`src/rtl/mux_arb_defs.vh`:
```
// Shared constants and helpers for the mux_arb_n_to_1 block.
//   MODE_SEL / MODE_RR : values of the mode input
//   MUX_ARB_SLICE      : pick element idx (w bits wide) out of a flattened bus
`ifndef MUX_ARB_DEFS_VH
`define MUX_ARB_DEFS_VH

`define MODE_SEL 1'b0
`define MODE_RR  1'b1

`define MUX_ARB_SLICE(bus, idx, w) bus[(idx)*(w) +: (w)]

`endif

```
`src/rtl/mux_arb_n_to_1_pkg.sv`:
```
// Types shared by the mux_arb_n_to_1 block.
// Output-register state: the encoding matches out_valid directly.
package mux_arb_n_to_1_pkg;

    typedef enum logic {
        ST_EMPTY = 1'b0,
        ST_FULL  = 1'b1
    } state_e;

endpackage

```
`src/rtl/rr_pick.sv`:
```
// Round-robin picker: first valid channel searching upward from ptr+1
// (mod NUM_IN), wrapping. Purely combinational.
//   valid     : per-channel request vector
//   ptr       : last granted channel
//   grant     : chosen channel index
//   grant_vld : any request present
module rr_pick #(
    parameter int NUM_IN = 8,
    parameter int SEL_W  = $clog2(NUM_IN)
) (
    input  logic [NUM_IN-1:0] valid,
    input  logic [SEL_W-1:0]  ptr,
    output logic [SEL_W-1:0]  grant,
    output logic              grant_vld
);
    // One extra bit so start+offset (up to 2*NUM_IN-2) cannot overflow.
    localparam int IW = SEL_W + 1;

    logic [IW-1:0]       start;
    logic [2*NUM_IN-1:0] dbl;
    logic [NUM_IN-1:0]   rot;
    logic [IW-1:0]       off;
    logic [IW-1:0]       sum;

    always_comb begin
        // Explicit wrap: NUM_IN need not be a power of two.
        start = ({1'b0, ptr} == IW'(NUM_IN - 1)) ? '0 : {1'b0, ptr} + IW'(1);
        // Rotate so the search origin lands at bit 0.
        dbl   = {valid, valid} >> start;
        rot   = dbl[NUM_IN-1:0];
        // Lowest set bit wins: scan downward so the last hit is the lowest.
        off   = '0;
        for (int k = NUM_IN - 1; k >= 0; k--) begin
            if (rot[k]) off = IW'(k);
        end
        // Un-rotate.
        sum = start + off;
        if (sum >= IW'(NUM_IN)) sum = sum - IW'(NUM_IN);
        grant     = sum[SEL_W-1:0];
        grant_vld = |valid;
    end

endmodule

```
`src/rtl/mux_arb_n_to_1.sv`:
```
// N-input registered mux with per-channel valid/ready. One channel is picked
// per cycle (explicit select or round-robin) and held in a single output
// register until the consumer accepts it.
// Build option: define MUX_ARB_RR_EN to compile in round-robin mode; without
// it the mode input is ignored and the block always selects by sel.
//   clk, rst             : clock, synchronous active-high reset
//   mode                 : 0 select, 1 round-robin
//   sel                  : channel index for select mode
//   in_data/valid/ready  : flattened input channels and handshake
//   out_data/valid/ready : registered output and handshake
//   out_src              : channel index that produced out_data
`include "mux_arb_defs.vh"

module mux_arb_n_to_1
    import mux_arb_n_to_1_pkg::*;
#(
    parameter int WIDTH  = 32,
    parameter int NUM_IN = 8,
    parameter int SEL_W  = $clog2(NUM_IN)
) (
    input  logic                    clk,
    input  logic                    rst,
    input  logic                    mode,
    input  logic [SEL_W-1:0]        sel,
    input  logic [NUM_IN*WIDTH-1:0] in_data,
    input  logic [NUM_IN-1:0]       in_valid,
    output logic [NUM_IN-1:0]       in_ready,
    output logic [WIDTH-1:0]        out_data,
    output logic                    out_valid,
    input  logic                    out_ready,
    output logic [SEL_W-1:0]        out_src
);
    state_e             state_q, state_d;
    logic [WIDTH-1:0]   data_q;
    logic [SEL_W-1:0]   src_q;
    logic [SEL_W-1:0]   grant;
    logic               grant_vld;
    logic               sel_vld;
    logic               load_en;
    logic               xfer;
    logic [WIDTH-1:0]   grant_data;

    // Select-mode validity via compare loop: an out-of-range sel matches
    // nothing and so never grants.
    always_comb begin
        sel_vld = 1'b0;
        for (int i = 0; i < NUM_IN; i++) begin
            if (sel == SEL_W'(i)) sel_vld = in_valid[i];
        end
    end

`ifdef MUX_ARB_RR_EN
    logic [SEL_W-1:0] ptr_q;
    logic [SEL_W-1:0] rr_grant;
    logic             rr_vld;
    logic             rr_mode;

    rr_pick #(.NUM_IN(NUM_IN), .SEL_W(SEL_W)) u_rr_pick (
        .valid     (in_valid),
        .ptr       (ptr_q),
        .grant     (rr_grant),
        .grant_vld (rr_vld)
    );

    assign rr_mode   = (mode == `MODE_RR);
    assign grant     = rr_mode ? rr_grant : sel;
    assign grant_vld = rr_mode ? rr_vld : sel_vld;

    // Reset to the last channel so the first search starts at channel 0.
    always_ff @(posedge clk) begin
        if (rst)                ptr_q <= SEL_W'(NUM_IN - 1);
        else if (xfer && rr_mode) ptr_q <= grant;
    end
`else
    logic unused_mode;
    assign unused_mode = (mode == `MODE_SEL);
    assign grant       = sel;
    assign grant_vld   = sel_vld;
`endif

    assign load_en = (state_q == ST_EMPTY) | out_ready;

    // Reset gating keeps in_ready low while rst is held.
    always_comb begin
        in_ready = '0;
        if (!rst && load_en && grant_vld) begin
            for (int i = 0; i < NUM_IN; i++) begin
                in_ready[i] = (grant == SEL_W'(i));
            end
        end
    end

    assign xfer = |(in_ready & in_valid);

    always_comb begin
        grant_data = '0;
        for (int i = 0; i < NUM_IN; i++) begin
            if (grant == SEL_W'(i)) grant_data = `MUX_ARB_SLICE(in_data, i, WIDTH);
        end
    end

    always_comb begin
        state_d = state_q;
        case (state_q)
            ST_EMPTY: if (xfer)               state_d = ST_FULL;
            ST_FULL:  if (out_ready && !xfer) state_d = ST_EMPTY;
            default:                          state_d = ST_EMPTY;
        endcase
    end

    always_ff @(posedge clk) begin
        if (rst) begin
            state_q <= ST_EMPTY;
            data_q  <= '0;
            src_q   <= '0;
        end else begin
            state_q <= state_d;
            if (xfer) begin
                data_q <= grant_data;
                src_q  <= grant;
            end
        end
    end

    assign out_valid = (state_q == ST_FULL);
    assign out_data  = data_q;
    assign out_src   = src_q;

endmodule

```
`config.mk`:
```
export PLATFORM = sky130hd
export DESIGN_NAME = mux_arb_n_to_1
export DESIGN_NICKNAME = d
export VERILOG_FILES = /design/src/rtl/mux_arb_n_to_1_pkg.sv /design/src/rtl/rr_pick.sv /design/src/rtl/mux_arb_n_to_1.sv
export VERILOG_INCLUDE_DIRS = /design/src /design/src/rtl
export SDC_FILE = /design/constraint.sdc
export NUM_CORES = 1
export LEC_CHECK = 0
export ABC_AREA = 1
export BUFFER_PORTS_ARGS = -buffer_cell sky130_fd_sc_hd__clkbuf_2
export CORE_AREA = 2 2 124 126
export CTS_CLUSTER_SIZE = 30
export DETAILED_ROUTE_END_ITERATION = 10
export DIE_AREA = 0 0 126 128
export GPL_TIMING_DRIVEN = 1
export SLEW_MARGIN = 20
export SYNTH_ARGS = -nofsm -noshare
export SYNTH_HDL_FRONTEND = slang
export SYNTH_SLANG_ARGS = --single-unit
export TNS_END_PERCENT = 20
```
`constraint.sdc`:
```
create_clock -name clk -period 1.4 [get_ports clk]
set_input_delay 0 -clock clk [delete_from_list [all_inputs] [get_ports clk]]
set_output_delay 0 -clock clk [all_outputs]
set_load 0.02 [all_outputs]
```
==> results.toml <==
[timing]
fin_crit_ps = 1370
drv_slew = 0
rsz0062_at_grt = "true"
hold_viol = 0
slew_headroom = 0.777
maxClockFrequency_ghz = 0.729
tightest_slew_ps = 334
clock_skew_ps = 4.33
post-route-period-util = 0.979
setup_viol = 0

[detailed_routing]
detail_route.wl_per_cell_um = 15.4
viasPerCell = 4.79
drtAntennaViolNets = 0
dr.pass1.iters = 5
route.detailed.drc = 0
drt-initial-drc-count = 300
wirelength_um = 19000
vias = 5908

[power_and_ir_drop]
power_frac_comb = 0.411
p_clk_frac = 0.317
switching_share = 0.349
internal-power_mw = 2.82
p_total_mw = 4.33
p_leak_nw = 3.43
power_frac_seq = 0.272
switching_power_mw = 1.51
p_per_area_nw_per_um2 = 701
irDropWorstVdd_uv = 559

[clocking]
cts.sinks = 36
h-tree-depth = 2
cts.path.max_buffers = 2
cts-root-buf = "clkbuf_16"
numCtsBuffers = 5
path_clk_slew_ps = 60
cts_tree = "done"
clk_latency_ps = 270

[placement]
dp.cells = 1216
port_buffers = 313
gp_congestion = 0.911
dpl.hpwl_um = 14900

[worst_hold_path]
whs_path_depth = 5
hold_start = "in_data[231]"
hold_class = "input port to register"

[worst_setup_path]
cp_cell_sequence = "dlygate4sd3_1 > nor2_4 > nand2_4 > buf_6 > nor2_1 > buf_4"
ff2ff_path_depth = 8
critPathArrivalTime_ps = 1370
r2r-start = "out_valid"
crit_required_ps = 1400
cp-start-kind = "input port"
crit_slowest_cell = "dlygate4sd3_1"
criticalPathCategory = "input port to output pin"
crit_start = "rst"
path_max_fanout = 9
endpoint_kind = "output pin"
slowest_delay_ps = 670

[floorplanning]
coreArea_um2 = 14900
row_count = 45
die_y_um = 128
initial_core_util = 0.257
ios = 315
dieArea_um2 = 16100
die_w_um = 126

[synthesis]
synth_area_leaders = "nand2_1 (20%), dfxtp_1 (19%), nor2_1 (16%), nand4_1 (16%), nand3_1 (9.8%)"
netlist.area_leader.share = 0.198
synth_cells = 735
yosysUniqueCellTypes = 19
seq_area_frac_synth = 0.189
synth_nets = 1006
yosys_warnings = 0
ys_seq_elements = 36
yosys.area.top_type = "nand2_1"
syn_area_um2 = 3820
synth.avg_cell_area_um2 = 5.20

[grt]
gr-total-overflow = 0
grt_pass1_vias = 5598
antenna_found_initial = 1
grt_pass1_wl_um = 29300
grt_max_degree = 48
grt_usage = 0.228

[cells_and_area]
final_common_cell = "clkbuf_2"
syn_to_final_growth_pct = 61.7
drive_above_1_share = 0.375
nFillCells = 1706
final_cells = 1233
fin_nets = 1314
mostFrequentLayoutCells = "clkbuf_2 (304), nand2_1 (196), nor2_1 (158)"
fin_util = 0.416

[run]
cap_violations = 0

[run_status]
status = "finished clean"
## cell type report
class,count,area [um2],area share
well taps,188,235,0.0381
clock buffers,7,153,0.0247
diodes,1,2.50,0.000405
repair buffers,358,2120,0.343
clock inverters,1,30.0,0.00486
multi-input cells,566,2630,0.426
inverters,76,288,0.0466
flip-flops and latches,36,722,0.117
## per-stage QoR
| step | area [um2] | hold slack (ps) | setup WS [ps] | TNS, ps |
|---|---|---|---|---|
| after detailed placement | 5820 | 271 | -75.3 | -637 |
| after CTS | 6190 | 46.8 | -36.6 | -615 |
| final | 6180 | 50.6 | 29.2 | 0 |
| after global routing | 6170 | 68.5 | -53.6 | -254 |
| after global placement | 5820 | 275 | -65.6 | -363 |
| after floorplan | 3820 | 69.1 | 36.5 | 0 |
## cell usage after synthesis
library cell / n
a21oi_1: 5
buf_1: 11
buf_2: 24
buf_4: 4
clkbuf_1: 18
dfxtp_1: 36
inv_1: 73
inv_2: 3
nand2_1: 201
nand2_2: 1
nand3_1: 75
nand3_2: 1
nand4_1: 97
nor2_1: 165
nor2_2: 2
nor3_2: 3
o211ai_1: 14
o21ai_0: 1
o21ai_1: 1
## registers in the layout, indices dropped and copies added (netlist names)
name       flops
out_valid      1
out_data      32
out_src        3
## layer usage
| metal | GRT usage | up-vias | routed length, um | share of wire |
|---|---|---|---|---|
| met1 | 0.286 | 2603 | 7810 | 0.41 |
| met5 | 0 | - | 0 | 0 |
| li1 | - | 3006 | - | - |
| met2 | 0.403 | 278 | 9490 | 0.50 |
| met4 | 0.0524 | 0 | 299 | 0.016 |
| met3 | 0.0434 | 21 | 1460 | 0.076 |
## worst paths after layout
check | slack [ps] | end
max | 30 | in_ready[5]
min | 50 | out_data[7]
min reg2reg | 470 | out_src[1]
max reg2reg | 100 | out_data[22]
## cell families (layout without fill, tap and decap cells)
| kind of cell | count (synthesis) | after routing | synth area share |
|---|---|---|---|
| AND/OR/NAND/NOR | 545 | 545 | 0.632 |
| AO/OA/AOI/OAI | 21 | 21 | 0.0367 |
| flip-flops | 36 | 36 | 0.189 |
| buffers and inverters | 133 | 442 | 0.142 |
| other | 0 | 1 | 0 |
## worst max-delay path: cells and delay by family
family                 cells  cell delay (ps)
buffers and inverters      3              980
and+or+nand+nor            3              400
## power by group through the flow
| stage | clock (mW) | sequential (mW) | combinational (mW) |
|---|---|---|---|
| after floorplan | 0 | 1.32 | 0.739 |
| after global placement | 0 | 1.20 | 1.71 |
| after detailed placement | 0 | 1.20 | 1.70 |
| after CTS | 1.41 | 1.18 | 1.80 |
| after global routing | 1.46 | 1.19 | 1.97 |
| final | 1.37 | 1.18 | 1.78 |
## what timing repair did
action	4_1_cts	5_1_grt
cloned	2	0
hold endpoints to repair	4	0
hold buffers	2	0
setup buffers	6	1
resized for setup	20	21
pin swaps	2	9
endpoints found under the setup margin	8	41
(Power assumes the default switching activity.)
